**src/rtl/unix_time_counter.sv**
```systemverilog
// Free-running seconds counter advanced by a clock-enable prescaler, with
// synchronous load, single-cycle tick/wrap pulses and a sticky alarm flag.
module unix_time_counter #(
  parameter int N = 64,
  parameter int M = 26
) (
  input  logic         clk,
  input  logic         reset_n,
  input  logic         load_n,
  input  logic         go,
  input  logic [N-1:0] set_counter,
  input  logic [M-1:0] div,
  input  logic [N-1:0] alarm_value,
  input  logic         alarm_wr,
  input  logic         alarm_en,
  input  logic         alarm_clr,
  output logic [N-1:0] counter,
  output logic         tick,
  output logic         wrap,
  output logic         alarm
);

  logic [M-1:0] p_q, p_d;
  logic [N-1:0] counter_q, counter_d;
  logic [N-1:0] alarm_reg_q, alarm_reg_d;
  logic         tick_q, tick_d;
  logic         wrap_q, wrap_d;
  logic         alarm_q, alarm_d;
  logic [M-1:0] div_last;

  // NOTE: every always_comb output gets a default first so no path can infer a latch.
  always_comb begin
    p_d         = p_q;
    counter_d   = counter_q;
    tick_d      = 1'b0;
    wrap_d      = 1'b0;
    alarm_reg_d = alarm_wr ? alarm_value : alarm_reg_q;
    alarm_d     = alarm_q;

    // div of 0 or 1 both mean a tick on every enabled cycle; >= lets a
    // shrinking divisor fire immediately instead of waiting for p to wrap.
    div_last = (div == '0) ? '0 : div - M'(1);

    if (!load_n) begin
      counter_d = set_counter;
      p_d       = '0;
    end else if (go) begin
      if (p_q >= div_last) begin
        p_d       = '0;
        counter_d = counter_q + N'(1);
        tick_d    = 1'b1;
        wrap_d    = (counter_q == '1);
      end else begin
        p_d = p_q + M'(1);
      end
    end

    // Set beats clear; the match sees an alarm value written this same cycle.
    if (alarm_wr || alarm_clr) alarm_d = 1'b0;
    if (tick_d && alarm_en && (counter_d == alarm_reg_d)) alarm_d = 1'b1;
  end

  // NOTE: sequential state uses non-blocking assignments so all flops sample together.
  always_ff @(posedge clk or negedge reset_n) begin
    if (!reset_n) begin
      p_q         <= '0;
      counter_q   <= '0;
      alarm_reg_q <= '0;
      tick_q      <= 1'b0;
      wrap_q      <= 1'b0;
      alarm_q     <= 1'b0;
    end else begin
      p_q         <= p_d;
      counter_q   <= counter_d;
      alarm_reg_q <= alarm_reg_d;
      tick_q      <= tick_d;
      wrap_q      <= wrap_d;
      alarm_q     <= alarm_d;
    end
  end

  assign counter = counter_q;
  assign tick    = tick_q;
  assign wrap    = wrap_q;
  assign alarm   = alarm_q;

endmodule

```
**config.mk**
```make
export PLATFORM = sky130hd
export DESIGN_NAME = unix_time_counter
export DESIGN_NICKNAME = d
export VERILOG_FILES = /design/src/rtl/unix_time_counter.sv
export SDC_FILE = /design/constraint.sdc
export NUM_CORES = 1
export LEC_CHECK = 0
export BUFFER_PORTS_ARGS = -buffer_cell sky130_fd_sc_hd__buf_2
export CORE_MARGIN = 1.5
export CORE_UTILIZATION = 28
export CTS_CLUSTER_DIAMETER = 80
export CTS_CLUSTER_SIZE = 30
export DETAILED_ROUTE_END_ITERATION = 12
export PLACE_DENSITY = 0.58
export SLEW_MARGIN = 20
export SYNTH_ARGS = -nofsm -noshare
export SYNTH_HDL_FRONTEND = slang
export SYNTH_SLANG_ARGS = --single-unit
```
**constraint.sdc**
```tcl
create_clock -name clk -period 3.5 [get_ports clk]
set_input_delay 0.175 -clock clk [delete_from_list [all_inputs] [get_ports clk]]
set_output_delay 0.175 -clock clk [all_outputs]
set_load 0.02 [all_outputs]
```
Word-level counts from Yosys, hierarchy flattened
Cells that the tools add are included.
{"block": "word_totals", "ff_bits": 157}
{"block": "op_classes", "addsub": 3, "n_lt_le_gt_ge": 1, "eq_ne": 3, "n_mux": 16, "reduce_logical": 5}
{"operator": "2-to-1 mux 64 bit", "n": 4}
{"operator": "2-to-1 mux 26 bit", "n": 4}
{"operator": "adder 64 x 1 -> 64 bit, second input constant", "n": 1}
{"operator": "equality test 64 bit", "n": 1}
{"operator": "equality test 64 bit, second input constant", "n": 1}
{"operator": "adder 26 x 1 -> 26 bit, second input constant", "n": 1}
{"operator": ">= comparator 26 bit", "n": 1}
{"operator": "logical NOT 26 bit", "n": 1}
{"operator": "subtractor 26 x 1 -> 26 bit, second input constant", "n": 1}
{"operator": "2-to-1 mux 1 bit", "n": 8}
{"operator": "logical AND 1 bit", "n": 2}
{"operator": "inequality test 2 x 1 -> 1 bit, second input constant", "n": 1}
{"operator": "nonzero test 2 bit", "n": 1}
{"operator": "logical OR 1 bit", "n": 1}

Depth between registers and ports, before layout
{"block": "depth", "word_depth": 9, "mapped_depth": 24, "depth_no_buf": 20}

Worst setup path after synthesis
No wires, ideal clock.
{"block": "synth_timing", "path_type": "input to register", "start": "in div[8]", "end": "reg alarm_q, in the netlist alarm", "arrival_ns": 5.129, "required_time_ns": 3.424, "setup_slack_ns": -1.706, "path_stages": 20, "path_cell_list": "or4_1 or2_2 clkbuf_1 nor3_1 nand3b_1 clkbuf_1 nand2_1 ha_1 nand4_2 nor4_4 o211ai_2 o211a_4 buf_6 or4b_1 xor2_1 a21oi_1 a2111oi_0 nand4_1 or4_1 o21ai_1"}
{"block": "synth_between", "elab_chain_cells": 9, "word_cells_on_any_way": 15, "cone_classes": "add/sub: 1; order compare: 1; eq/ne: 1; mux: 8; reduce/logical: 4"}
{"element": "start, declared", "line": "12", "text": "input logic [M-1:0] div,"}
{"element": "subtractor 26 x 1 -> 26 bit or logical NOT 26 bit (tied branches)", "line": "42", "text": "div_last = (div == '0) ? '0 : div - M'(1);"}
{"element": "2-to-1 mux 26 bit *", "line": "42"}
{"element": ">= comparator 26 bit *", "line": "48", "text": "if (p_q >= div_last) begin"}
{"element": "2-to-1 mux 64 bit *", "line": "48"}
{"element": "2-to-1 mux 64 bit *", "line": "47", "text": "end else if (go) begin"}
{"element": "2-to-1 mux 64 bit *", "line": "44", "text": "if (!load_n) begin"}
{"element": "via counter_d[43]", "line": "24", "text": "logic [N-1:0] counter_q, counter_d;"}
{"element": "equality test 64 bit *", "line": "60", "text": "if (tick_d && alarm_en && (counter_d == alarm_reg_d)) alarm_d = 1'b1;"}
{"element": "logical AND 1 bit *", "line": "60"}
{"element": "2-to-1 mux 1 bit or nonzero test 2 bit (tied branches)"}
{"element": "end signal, assigned", "line": "78", "text": "alarm_q <= alarm_d;"}
{"element": "end, declared", "line": "28", "text": "logic alarm_q, alarm_d;"}
The timed path passes the listed nets; every way through them passes the cells marked *.
A chain may end at the register's enable or synchronous reset.

Worst setup path after layout
{"block": "layout_timing", "start": "in div[12]", "end": "reg alarm_q, in the netlist alarm"}
Same word-level chain as after synthesis.

==> flow_metrics.py <==
metrics = {
    "outcome": {
        "status": "complete, but fails checks",
        "failed_checks": "negative setup slack",
    },
    "synthesis": {
        "postSynth.asyncResetShare_pct": 100.0,
        "synthesis.nets": 1339,
        "synth-main-ff-cell": "sky130_fd_sc_hd__dfrtp_1",
        "synth_enable_flop_cells": 0,
        "synth_cells": 1149,
        "synth-seq-cells": 157,
        "synth.cell_area_mm2": 0.01025,
        "syn_avg_cell_area_um2": 8.922,
        "synth_adder_area_share_pct": 3.540,
        "synth_largest_type_area_fraction_pct": 38.33,
        "yosys_warnings": 0,
        "synth_top_family_by_area": "simple AND/OR/NAND/NOR gates",
        "yosys.cell_types.count": 77,
        "synth_mux_area_share_pct": 7.030,
        "ys_top_cells_by_area": "sky130_fd_sc_hd__dfrtp_1 (38%), sky130_fd_sc_hd__xor2_1 (5.5%), sky130_fd_sc_hd__mux2_2 (5.3%), sky130_fd_sc_hd__nand2_1 (4.2%), sky130_fd_sc_hd__nor2_1 (3.9%)",
        "synth-compound-area-share_pct": 13.95,
        "synth.yosys.seq_area_share_pct": 38.33,
        "synth-xor-area-share_pct": 9.362,
        "synthSimpleGateAreaFrac_pct": 24.13,
        "yosysTopAreaCell": "sky130_fd_sc_hd__dfrtp_1",
    },
    "finish": {
        "diodes": 0,
        "final.fill_count": 3339,
        "finalCoreUtilization_pct": 46.17,
        "fin_cells": 2128,
        "total_number_of_nets_in_the_final_design": 1844,
        "seqCellArea_mm2": 0.003929,
        "drive_above_1_share_pct": 47.87,
        "synthesis_to_layout_area_growth_pct": 61.37,
        "multi_input_comb_area_mm2": 0.007291,
        "layout.cells.most_common_list": "sky130_fd_sc_hd__buf_2 (224), sky130_fd_sc_hd__buf_4 (224), sky130_fd_sc_hd__dfrtp_1 (157)",
        "final_area_mm2": 0.01654,
    },
    "worst_setup_path": {
        "r2r.worst_path.cells": 13,
        "worst_setup_path_startpoint": "div[12]",
        "crit_arrival_ns": 5.22,
        "cp-endpoint": "alarm",
        "worst-endpoint-required_ns": 3.87,
        "r2r_start": "p_q[25]",
        "timing.rr.end": "alarm",
        "worst-r2r-setup-slack_ns": -0.43,
        "timing.critical_path.fanout_max": 6,
        "worst_setup_path_start_kind": "primary input",
        "timing_worst_setup_path_type": "in2reg",
        "critPathCaptureType": "register",
    },
    "detailed_routing": {
        "drc": 0,
        "routedWlPerCell_um": 20.74,
        "totalWireLength_um": 44140,
        "initial_drt_pass_iterations": 6,
        "ant_nets": 0,
        "post_drt_via_cell_ratio": 5.229,
        "detailroute.via_count": 11130,
        "drt-initial-drc-count": 752,
    },
    "placed_design": {
        "pre_cts_ws_ns": -2.160,
        "globalplace.congestion": 0.9746,
        "place.port_buffers": 227,
        "placement.cell_area_mm2": 0.01380,
        "post-place-cells": 2014,
        "hpwl_um": 33690,
    },
    "cts": {
        "clock_tree_from_tritoncts": "yes",
        "cts_made_buffers": 17,
        "cts_sinks": 157,
        "count_of_h_tree_levels_built_during_cts": 4,
        "clockBufferDepth": 2,
        "clock_insertion_delay_worst_skew_ns": 0.45,
        "cts-root-buf": "sky130_fd_sc_hd__clkbuf_16",
        "clkTransAtPathRegs_ns": 0.07,
    },
    "die": {
        "placement_rows": 69,
        "die_x_um": 194.3,
        "start_util_pct": 28.61,
        "i_o_pin_cnt": 228,
        "core_mm2": 0.03583,
        "floorplan.die_area_mm2": 0.03777,
        "die_height_um": 194.3,
    },
    "global_route": {
        "via_count_of_the_first_global_routing_pass": 10910,
        "grt_start_max_net_pins": 69,
        "global_route.overflow_total": 0,
        "grt_pass1_wl_um": 64870,
        "grt_antenna_before_repair": 0,
        "global_route.usage.total_pct": 22.61,
    },
    "sta": {
        "grt_setup_unrepaired": "yes",
        "worst_pin_slew_ns": 0.9405,
        "maxSlewHeadroom_pct": 37.30,
        "final-max-slew-violation-count": 0,
        "total_negative_slack_for_setup_checks_ns": -31.52,
        "period_minus_slack_ns": 4.844,
        "hold_ws_ns": 0.0001247,
        "report.final.hold_viol_count": 0,
        "max_freq_mhz": 206.4,
        "timing.final.crit_share_pct": 138.4,
        "fin_worst_skew_ns": 0.01103,
        "final_worst_setup_slack_ns": -1.344,
        "timing.final.setup_violations": 92,
    },
    "power": {
        "power.density_mw_per_mm2": 337.6,
        "post-layout-total-power_mw": 5.585,
        "p_leak_nw": 7.424,
        "vdd_ir_drop_max_mv": 0.3264,
    },
    "min_path": {
        "hp-class": "in2reg",
    },
    "job": {
        "cap_viol_max_count": 0,
    },
}
-- synth_stat cells (all sizes together), types with 4 or more instances --
cell type  number
a211oi          7
nor3           34
nor4           19
xor2           64
buf            21
inv            33
and3           41
nand2         116
and4            9
or2             7
or3            15
dfrtp         157
xnor2          43
or4            19
mux2i          18
o21ai          70
a2111oi         4
nand2b          7
nand4          37
a31oi          32
clkbuf         36
a21oi          47
ha             29
mux2           48
and2           13
nand3          41
o31ai          14
a22o            4
a31o            6
o22ai           6
nor2          106
-- area by class of cell --
type | instances | share of cell area, %
well taps | 461 | 3.487
clock inverters | 14 | 0.9682
clock buffers | 18 | 2.655
repair buffers | 543 | 24.32
flip-flops and latches | 157 | 23.75
inverters | 33 | 0.7488
multi-input cells | 902 | 44.07
-- cells by family (layout without fill, tap and decap cells) --
group,Yosys count,after routing
simple gates,476,476
buf+inv,90,608
xor+xnor,108,108
flops,157,157
compound gates,223,223
fa+ha+maj,29,29
mux,66,66
-- where the power goes --
part | leakage, nW | internal [mW] | switching, mW
Sequential | 1.87 | 1.95 | 0.0804
Clock | 0.282 | 1.08 | 0.874
Combinational | 5.27 | 0.702 | 0.892
Total | 7.42 | 3.74 | 1.85
-- flip-flops by register name (all words and copies together) (netlist names) --
signal / cells
alarm_reg_q: 64
counter: 64
p_q: 26
alarm: 1
tick: 1
wrap: 1
-- worst max-delay path, stage by stage --
cell and delay, ns:
sky130_fd_sc_hd__buf_6 0.09, sky130_fd_sc_hd__or4_4 0.54, sky130_fd_sc_hd__nor4_4 0.16, sky130_fd_sc_hd__nand2b_1 0.11
sky130_fd_sc_hd__buf_4 0.15, sky130_fd_sc_hd__buf_6 0.11, sky130_fd_sc_hd__nor3_4 0.13, sky130_fd_sc_hd__buf_6 0.14
sky130_fd_sc_hd__buf_6 0.10, sky130_fd_sc_hd__nor2_4 0.03, sky130_fd_sc_hd__mux2i_2 0.17, sky130_fd_sc_hd__ha_1 0.24
sky130_fd_sc_hd__nand4_4 0.12, sky130_fd_sc_hd__nor4_4 0.32, sky130_fd_sc_hd__o211ai_2 0.15, sky130_fd_sc_hd__o211a_4 0.32
sky130_fd_sc_hd__buf_12 0.17, sky130_fd_sc_hd__or4_1 0.48, sky130_fd_sc_hd__a31oi_2 0.21, sky130_fd_sc_hd__xor2_1 0.11
sky130_fd_sc_hd__nor4_1 0.35, sky130_fd_sc_hd__nand4_1 0.14, sky130_fd_sc_hd__or4_1 0.54, sky130_fd_sc_hd__o21ai_1 0.14
-- worst min-delay path by stage --
stage | startpoint | endpoint | slack [ns] | cells after the start
after floorplan | reset_n | alarm | -0.12 | 0
after global placement | reset_n | alarm_reg_q[31] | 0.22 | 1
after detailed placement | reset_n | alarm_reg_q[39] | 0.22 | 1
after CTS | alarm_value[47] | alarm_reg_q[47] | 0.0008 | 2
after global routing | alarm_value[54] | alarm_reg_q[54] | 0.0004 | 2
final | alarm_value[61] | alarm_reg_q[61] | 0.0001 | 2
-- per-layer routing --
layer	wire length [um]	part of all wire, %	track usage [%]
met5	0	0	0
met4	1813	4.1	9.317
met3	2612	5.9	3.817
met2	21690	49	38.70
met1	18020	41	28.16
-- repair_timing --
action	CTS	global route
setup buffers	38	27
hold endpoints to repair	78	0
setup endpoints to repair	92	93
gates resized for setup	157	136
cloned	4	3
hold buffers	20	0
pin swaps	35	66
Note: power is estimated with default switching activity, not from simulation.
